### config.mk
export PLATFORM = sky130hd
export DESIGN_NAME = ovf_range_store
export DESIGN_NICKNAME = d
export VERILOG_FILES = /design/src/rtl/ovf_range_store_pkg.sv /design/src/rtl/ovf_range_store_match.sv /design/src/rtl/ovf_range_store.sv
export SDC_FILE = /design/constraint.sdc
export NUM_CORES = 2
export LEC_CHECK = 0
export ABC_AREA = 1
export CAP_MARGIN = 10
export CORE_AREA = 2 2 319 321
export CTS_CLUSTER_DIAMETER = 100
export DETAILED_ROUTE_END_ITERATION = 8
export DIE_AREA = 0 0 321 323
export PLACE_DENSITY_LB_ADDON = 0.12
export SLEW_MARGIN = 20
export SYNTH_ARGS = -nofsm -noshare
export SYNTH_HDL_FRONTEND = slang
export SYNTH_SLANG_ARGS = --single-unit
### constraint.sdc
create_clock -name clk_i -period 4.4 [get_ports clk_i]
set_input_delay 1.32 -clock clk_i [delete_from_list [all_inputs] [get_ports clk_i]]
set_output_delay 1.32 -clock clk_i [all_outputs]
set_load 0.01 [all_outputs]
### src/rtl/ovf_range_store_pkg.sv
// Shared types and defaults for the overflow interval store.
package ovf_range_store_pkg;

    localparam int unsigned OVF_DEPTH_DEFAULT = 8;
    localparam int unsigned OVF_AW_DEFAULT    = 32;

    typedef struct packed {
        logic                      valid;
        logic [OVF_AW_DEFAULT-1:0] first;
        logic [OVF_AW_DEFAULT-1:0] last;
    } ovf_range_t;

endpackage

### src/rtl/ovf_range_store_match.sv
// One table entry compared against a load address: inclusive unsigned range test.
module ovf_range_store_match #(
    parameter int unsigned AW = 32
) (
    input  logic          valid,
    input  logic [AW-1:0] first,
    input  logic [AW-1:0] last,
    input  logic [AW-1:0] addr,
    output logic          hit_c
);

    assign hit_c = valid && (addr >= first) && (addr <= last);

endmodule

### src/rtl/ovf_range_store.sv
// Circular table of recorded overflow byte intervals with a zero-latency address query.
// Optional OVF_RANGE_MERGE_EN: writes touching the most recent entry extend it in place.
module ovf_range_store
    import ovf_range_store_pkg::*;
#(
    parameter int unsigned DEPTH = OVF_DEPTH_DEFAULT,
    parameter int unsigned AW    = OVF_AW_DEFAULT
) (
    input  logic                       clk_i,
    input  logic                       rst_ni,
    input  logic                       clear_i,
    input  logic                       wr_en_i,
    input  logic [AW-1:0]              wr_first_i,
    input  logic [AW-1:0]              wr_last_i,
    input  logic [AW-1:0]              query_addr_i,
    output logic                       hit_o,
    output logic [$clog2(DEPTH)-1:0]   hit_idx_o,
    output logic [$clog2(DEPTH):0]     count_o,
    output logic                       full_o,
    output logic [AW-1:0]              last_first_o,
    output logic [AW-1:0]              last_last_o,
    output logic [15:0]                drop_cnt_o
);

    localparam int unsigned IW = $clog2(DEPTH);
    localparam int unsigned CW = IW + 1;

    logic [DEPTH-1:0] valid_q;
    logic [AW-1:0]    first_q [DEPTH];
    logic [AW-1:0]    last_q  [DEPTH];
    logic [IW-1:0]    ptr_q;
    logic [CW-1:0]    count_q;
    logic [AW-1:0]    last_first_q;
    logic [AW-1:0]    last_last_q;
    logic [15:0]      drop_q;

    logic             accept_c;
    logic             reject_c;
    logic             merge_c;
    logic [IW-1:0]    wr_idx_c;
    logic [AW-1:0]    new_first_c;
    logic [AW-1:0]    new_last_c;
    logic [DEPTH-1:0] hits_c;
    logic [IW-1:0]    hit_idx_c;

    // Clear outranks a write; a cleared write is neither stored nor dropped.
    assign accept_c = wr_en_i && !clear_i && (wr_first_i <= wr_last_i);
    assign reject_c = wr_en_i && !clear_i && (wr_first_i >  wr_last_i);

`ifdef OVF_RANGE_MERGE_EN
    localparam int unsigned AW1 = AW + 1;

    logic [IW-1:0] prev_idx_c;
    logic [AW:0]   prev_last_inc_c;
    logic [AW:0]   wr_last_inc_c;

    // One extra bit keeps the +1 adjacency test from wrapping at the address max.
    assign prev_idx_c      = ptr_q - IW'(1);
    assign prev_last_inc_c = {1'b0, last_q[prev_idx_c]} + AW1'(1);
    assign wr_last_inc_c   = {1'b0, wr_last_i} + AW1'(1);
    assign merge_c         = accept_c && valid_q[prev_idx_c]
                             && ({1'b0, wr_first_i} <= prev_last_inc_c)
                             && (wr_last_inc_c >= {1'b0, first_q[prev_idx_c]});

    always_comb begin
        wr_idx_c    = ptr_q;
        new_first_c = wr_first_i;
        new_last_c  = wr_last_i;
        if (merge_c) begin
            wr_idx_c    = prev_idx_c;
            new_first_c = (first_q[prev_idx_c] < wr_first_i) ? first_q[prev_idx_c] : wr_first_i;
            new_last_c  = (last_q[prev_idx_c]  > wr_last_i)  ? last_q[prev_idx_c]  : wr_last_i;
        end
    end
`else
    assign merge_c     = 1'b0;
    assign wr_idx_c    = ptr_q;
    assign new_first_c = wr_first_i;
    assign new_last_c  = wr_last_i;
`endif

    // Entry storage; data of cleared entries is left stale behind valid.
    always_ff @(posedge clk_i or negedge rst_ni) begin
        if (!rst_ni) begin
            valid_q <= '0;
            for (int i = 0; i < DEPTH; i++) begin
                first_q[i] <= '0;
                last_q[i]  <= '0;
            end
        end else if (clear_i) begin
            valid_q <= '0;
        end else if (accept_c) begin
            valid_q[wr_idx_c] <= 1'b1;
            first_q[wr_idx_c] <= new_first_c;
            last_q[wr_idx_c]  <= new_last_c;
        end
    end

    // Pointer, occupancy and last-written bounds; a full table overwrites the oldest.
    always_ff @(posedge clk_i or negedge rst_ni) begin
        if (!rst_ni) begin
            ptr_q        <= '0;
            count_q      <= '0;
            last_first_q <= '0;
            last_last_q  <= '0;
        end else if (clear_i) begin
            ptr_q        <= '0;
            count_q      <= '0;
            last_first_q <= '0;
            last_last_q  <= '0;
        end else if (accept_c) begin
            last_first_q <= new_first_c;
            last_last_q  <= new_last_c;
            if (!merge_c) begin
                ptr_q <= ptr_q + IW'(1);
                if (count_q != CW'(DEPTH)) begin
                    count_q <= count_q + CW'(1);
                end
            end
        end
    end

    // Rejected-write counter survives clear and saturates.
    always_ff @(posedge clk_i or negedge rst_ni) begin
        if (!rst_ni) begin
            drop_q <= '0;
        end else if (reject_c && (drop_q != 16'hFFFF)) begin
            drop_q <= drop_q + 16'd1;
        end
    end

    for (genvar g = 0; g < DEPTH; g++) begin : g_match
        ovf_range_store_match #(
            .AW (AW)
        ) u_match (
            .valid (valid_q[g]),
            .first (first_q[g]),
            .last  (last_q[g]),
            .addr  (query_addr_i),
            .hit_c (hits_c[g])
        );
    end

    // Lowest hitting index wins; zero when nothing hits.
    always_comb begin
        hit_idx_c = '0;
        for (int i = DEPTH - 1; i >= 0; i--) begin
            if (hits_c[i]) begin
                hit_idx_c = IW'(i);
            end
        end
    end

    assign hit_o        = |hits_c;
    assign hit_idx_o    = hit_idx_c;
    assign count_o      = count_q;
    assign full_o       = (count_q == CW'(DEPTH));
    assign last_first_o = last_first_q;
    assign last_last_o  = last_last_q;
    assign drop_cnt_o   = drop_q;

endmodule
==> impl_results.md <==
* Wire per inst at 18.9 um
* Die area at 0.104 mm2
* Most frequent cells in the layout: 897 x nand2_1, 658 x inv_1, 607 x dfrtp_1, 471 x ha_1, 438 x o21ai_1
* Worst Hold End: last_q[105]$_DFFE_PN0P_
* Syn Area/Cell at 8.47 um2
* Clock sinks at 607
* Pwr dens at ~400 mW/mm2
* Row cnt at 117
* Register area share after synthesis at 41.3%
* Initial Util at 36.5%
* Skew final at 0.0230 ns
* Non-filler cells, final at about 6300
* Dpl cells at just over 6000
* Wirelength, routed at 119000 um
* Required time of the critical path at 3.08 ns
* Routed vias/inst at 4.88
* Hold/Removal Path Class: reg2reg
* Setup Slack @ Placement at -2.02 ns
* Final Max Tran Viols at 0
* Hold path depth at 2
* Kind of critical path: in2out
* Status: complete, but fails checks
* TritonCTS clock tree: yes
* Final ANT Viol Nets at 0
* Setup ws final at -0.617 ns
* Global Route Usage Sum at 22.9%
* Via count at 30500
* DR DRC count at 0
* Port Buffers at 188
* Worst-Skew Late Latency at roughly 0.64 ns
* Max-cap violations at 0
* Vias in the first global route at 29200
* Yosys warns at 0
* Fill cell count at 9772
* Area Overhead vs Synth at 30.3%
* Final hold vios at 0
* Ranking of synthesized cells by area: dfrtp_1 41%, ha_1 19%, nand2_1 9.8%, inv_1 6.8%, o21ai_1 5.7%
* Highest attainable clock frequency at 0.199 GHz
* Reg-to-reg critical path startpoint: drop_cnt_o[0]$_DFFE_PN0P_
* Rel. slew slack at 42.2%
* Worst Reg-to-Reg Cells at 8
* DP Area at 0.0426 mm2
* DPL Wire Length at 85100 um
* Clock-pin slew on the worst setup and hold paths at 0.05 ns
* Worst hold path startpoint: last_q[105]$_DFFE_PN0P_
* Tightest Pin Transition at 0.867 ns
* Final non-filler cell area at 0.0479 mm2
* Synth Cell Area at about 0.037 mm2
* Final Setup Violations at 4
* Crit start category: input port
* First-pass GRT wire length at 180000 um
* Distinct cells, synth at 44
* H-tree depth at 3
* Largest net degree at the start of global routing at between 80 and 90
* CTS root buffer: clkbuf_16
* Mapped Nets at 4988
* Area occupied by multi-input gates at 0.0195 mm2
* Final net count at 5538
* Grt total ovfl at 0
* Total I/O pin count at 189
* DIE HEIGHT at 323 um
* Fraction of layout cells with a size suffix above 1 at 17.4%
* Post-synthesis register bit count at 607
* VDD IR max at between 0.2 and 0.3 mV
* Design Power at approximately 0.019 W
* Initial DRC Count at 2206
* CP endpoint kind: primary output
* Core footprint at 0.101 mm2
* Detailed Routing Iterations Pass 1 at 5
* Fin crit share at 114%
* Most common cell after layout, fill and taps aside: nand2_1
* Critical Path AT at 3.70 ns
* Failing checks: setup timing
* Max FO, Critical Path at 6
* Post-synthesis cell count at 4340
* Worst r2r dst: drop_cnt_o[6]$_DFFE_PN0P_
* Final GP Congestion at 0.864
* RSZ-0062 raised after global routing: yes
* Register area at 0.0152 mm2
* Clock Path Buffers at 3
* Hold Buf Count CTS at 0
* Initial antenna violation count at 1
* Die extent in x at ~320 um
* Static Leakage at 22.2 nW
* Post-layout min period at ~5 ns
* CTS Buf Count at 76
* Post-synth top area share at 41.3%
* R2R setup slack at 2.30 ns
* Leading area contributor after synthesis: dfrtp_1
layout make-up:
type | count | share of cell area [%]
clock inverter | 21 | 0.439
clock buffer | 114 | 4.84
inverter | 703 | 5.52
multi-input combinational | 2891 | 40.6
tap | 1309 | 3.42
timing repair buffer | 611 | 13.4
antenna | 1 | 0.00523
sequential | 607 | 31.7
per-layer routing:
metal | vias up | wire length, um | GRT usage [%]
li1 | 15400 | - | -
met1 | 14400 | 59700 | 34.3
met2 | 587 | 50300 | 34.4
met3 | 139 | 5390 | 2.75
met4 | 0 | 3090 | 6.67
met5 | - | 0 | 0
state kept, by name (all words and copies together), names as in the netlist:
signal / cells
count_o: 4
drop_cnt_o: 16
first_q: 256
last_first_o: 32
last_last_o: 32
last_q: 256
ptr_q: 3
valid_q: 8
worst max path at each step:
stage | start | end | slack, ns | cells past startpoint
floorplan | query_addr_i[0] | hit_idx_o[2] | 0.13 | 15
global placement | query_addr_i[31] | hit_idx_o[2] | -2.05 | 17
detailed placement | query_addr_i[31] | hit_idx_o[2] | -2.02 | 17
CTS | query_addr_i[19] | hit_o | -0.60 | 16
global route | query_addr_i[29] | hit_idx_o[1] | -0.73 | 16
finish | query_addr_i[31] | hit_idx_o[0] | -0.62 | 17
kinds of logic (layout without fill, tap and decap cells):
family	count (synthesis)	after routing	share of synthesized area [%]
other	0	1	0
AND/OR/NAND/NOR	1334	1334	15.0
AO/OA/AOI/OAI	992	992	13.9
XOR/XNOR	17	17	0.405
buffers and inverters	842	1449	10.7
flip-flops	607	607	41.3
adder cells (fa/ha/maj)	548	548	18.7
synthesized netlist by cell type (all sizes together):
cell and instances:
a21o 5, o31ai 1, xor2 14, o21bai 3, a211oi 4, nor4b 1, inv 670, o211ai 21
buf 116, clkbuf 23, or2 1, a31oi 6, o21ai 665, and2 2, o311ai 2, and3 1
o21a 20, clkinv 33, ha 548, nand3b 4, nor2 136, dfrtp 607, a21oi 263, nand4 53
nand2 961, nor3 31, xnor2 3, nor4 12, o22ai 1, a311oi 1, nand3 132
power breakdown:
| group | leakage (nW) | internal [W] | total (W) | switching (W) |
|---|---|---|---|---|
| Combinational | 12.8 | 0.00249 | 0.00561 | 0.00312 |
| Clock | 1.26 | 0.00381 | 0.00640 | 0.00259 |
| Sequential | 8.18 | 0.00653 | 0.00707 | 0.000542 |
| Total | 22.2 | 0.0128 | 0.0191 | 0.00625 |
worst max-delay path, cell delays in order:
cell and delay (ns):
buf_12 0.11, buf_12 0.13, buf_12 0.13, ha_4 0.26, nand4_1 0.11, inv_2 0.09
nand2_2 0.08, nor4_2 0.26, buf_4 0.19, nand4_1 0.22, nand3_2 0.16, nand3_4 0.11
buf_4 0.16, inv_1 0.06, a21oi_2 0.04, buf_6 0.13, buf_6 0.11
per-stage QoR:
| step | hold WS [ns] | utilization [%] | TNS (ns) |
|---|---|---|---|
| 2_1_floorplan | 0.453 | - | 0 |
| 3_3_place_gp | 0.467 | 42.3 | -205.67 |
| 3_5_place_dp | 0.474 | 42.3 | -191.89 |
| 4_1_cts | 0.488 | 47.1 | -2.37 |
| 5_1_grt | 0.499 | 47.5 | -2.88 |
| 6_report | 0.484 | 47.5 | -2.37 |
what timing repair did:
action                     CTS  global route
gates resized for setup    441           112
cloned                      12             1
setup buffers               48            10
setup endpoints to repair    4            12
pin swaps                  161            80
(Power assumes the default switching activity.)
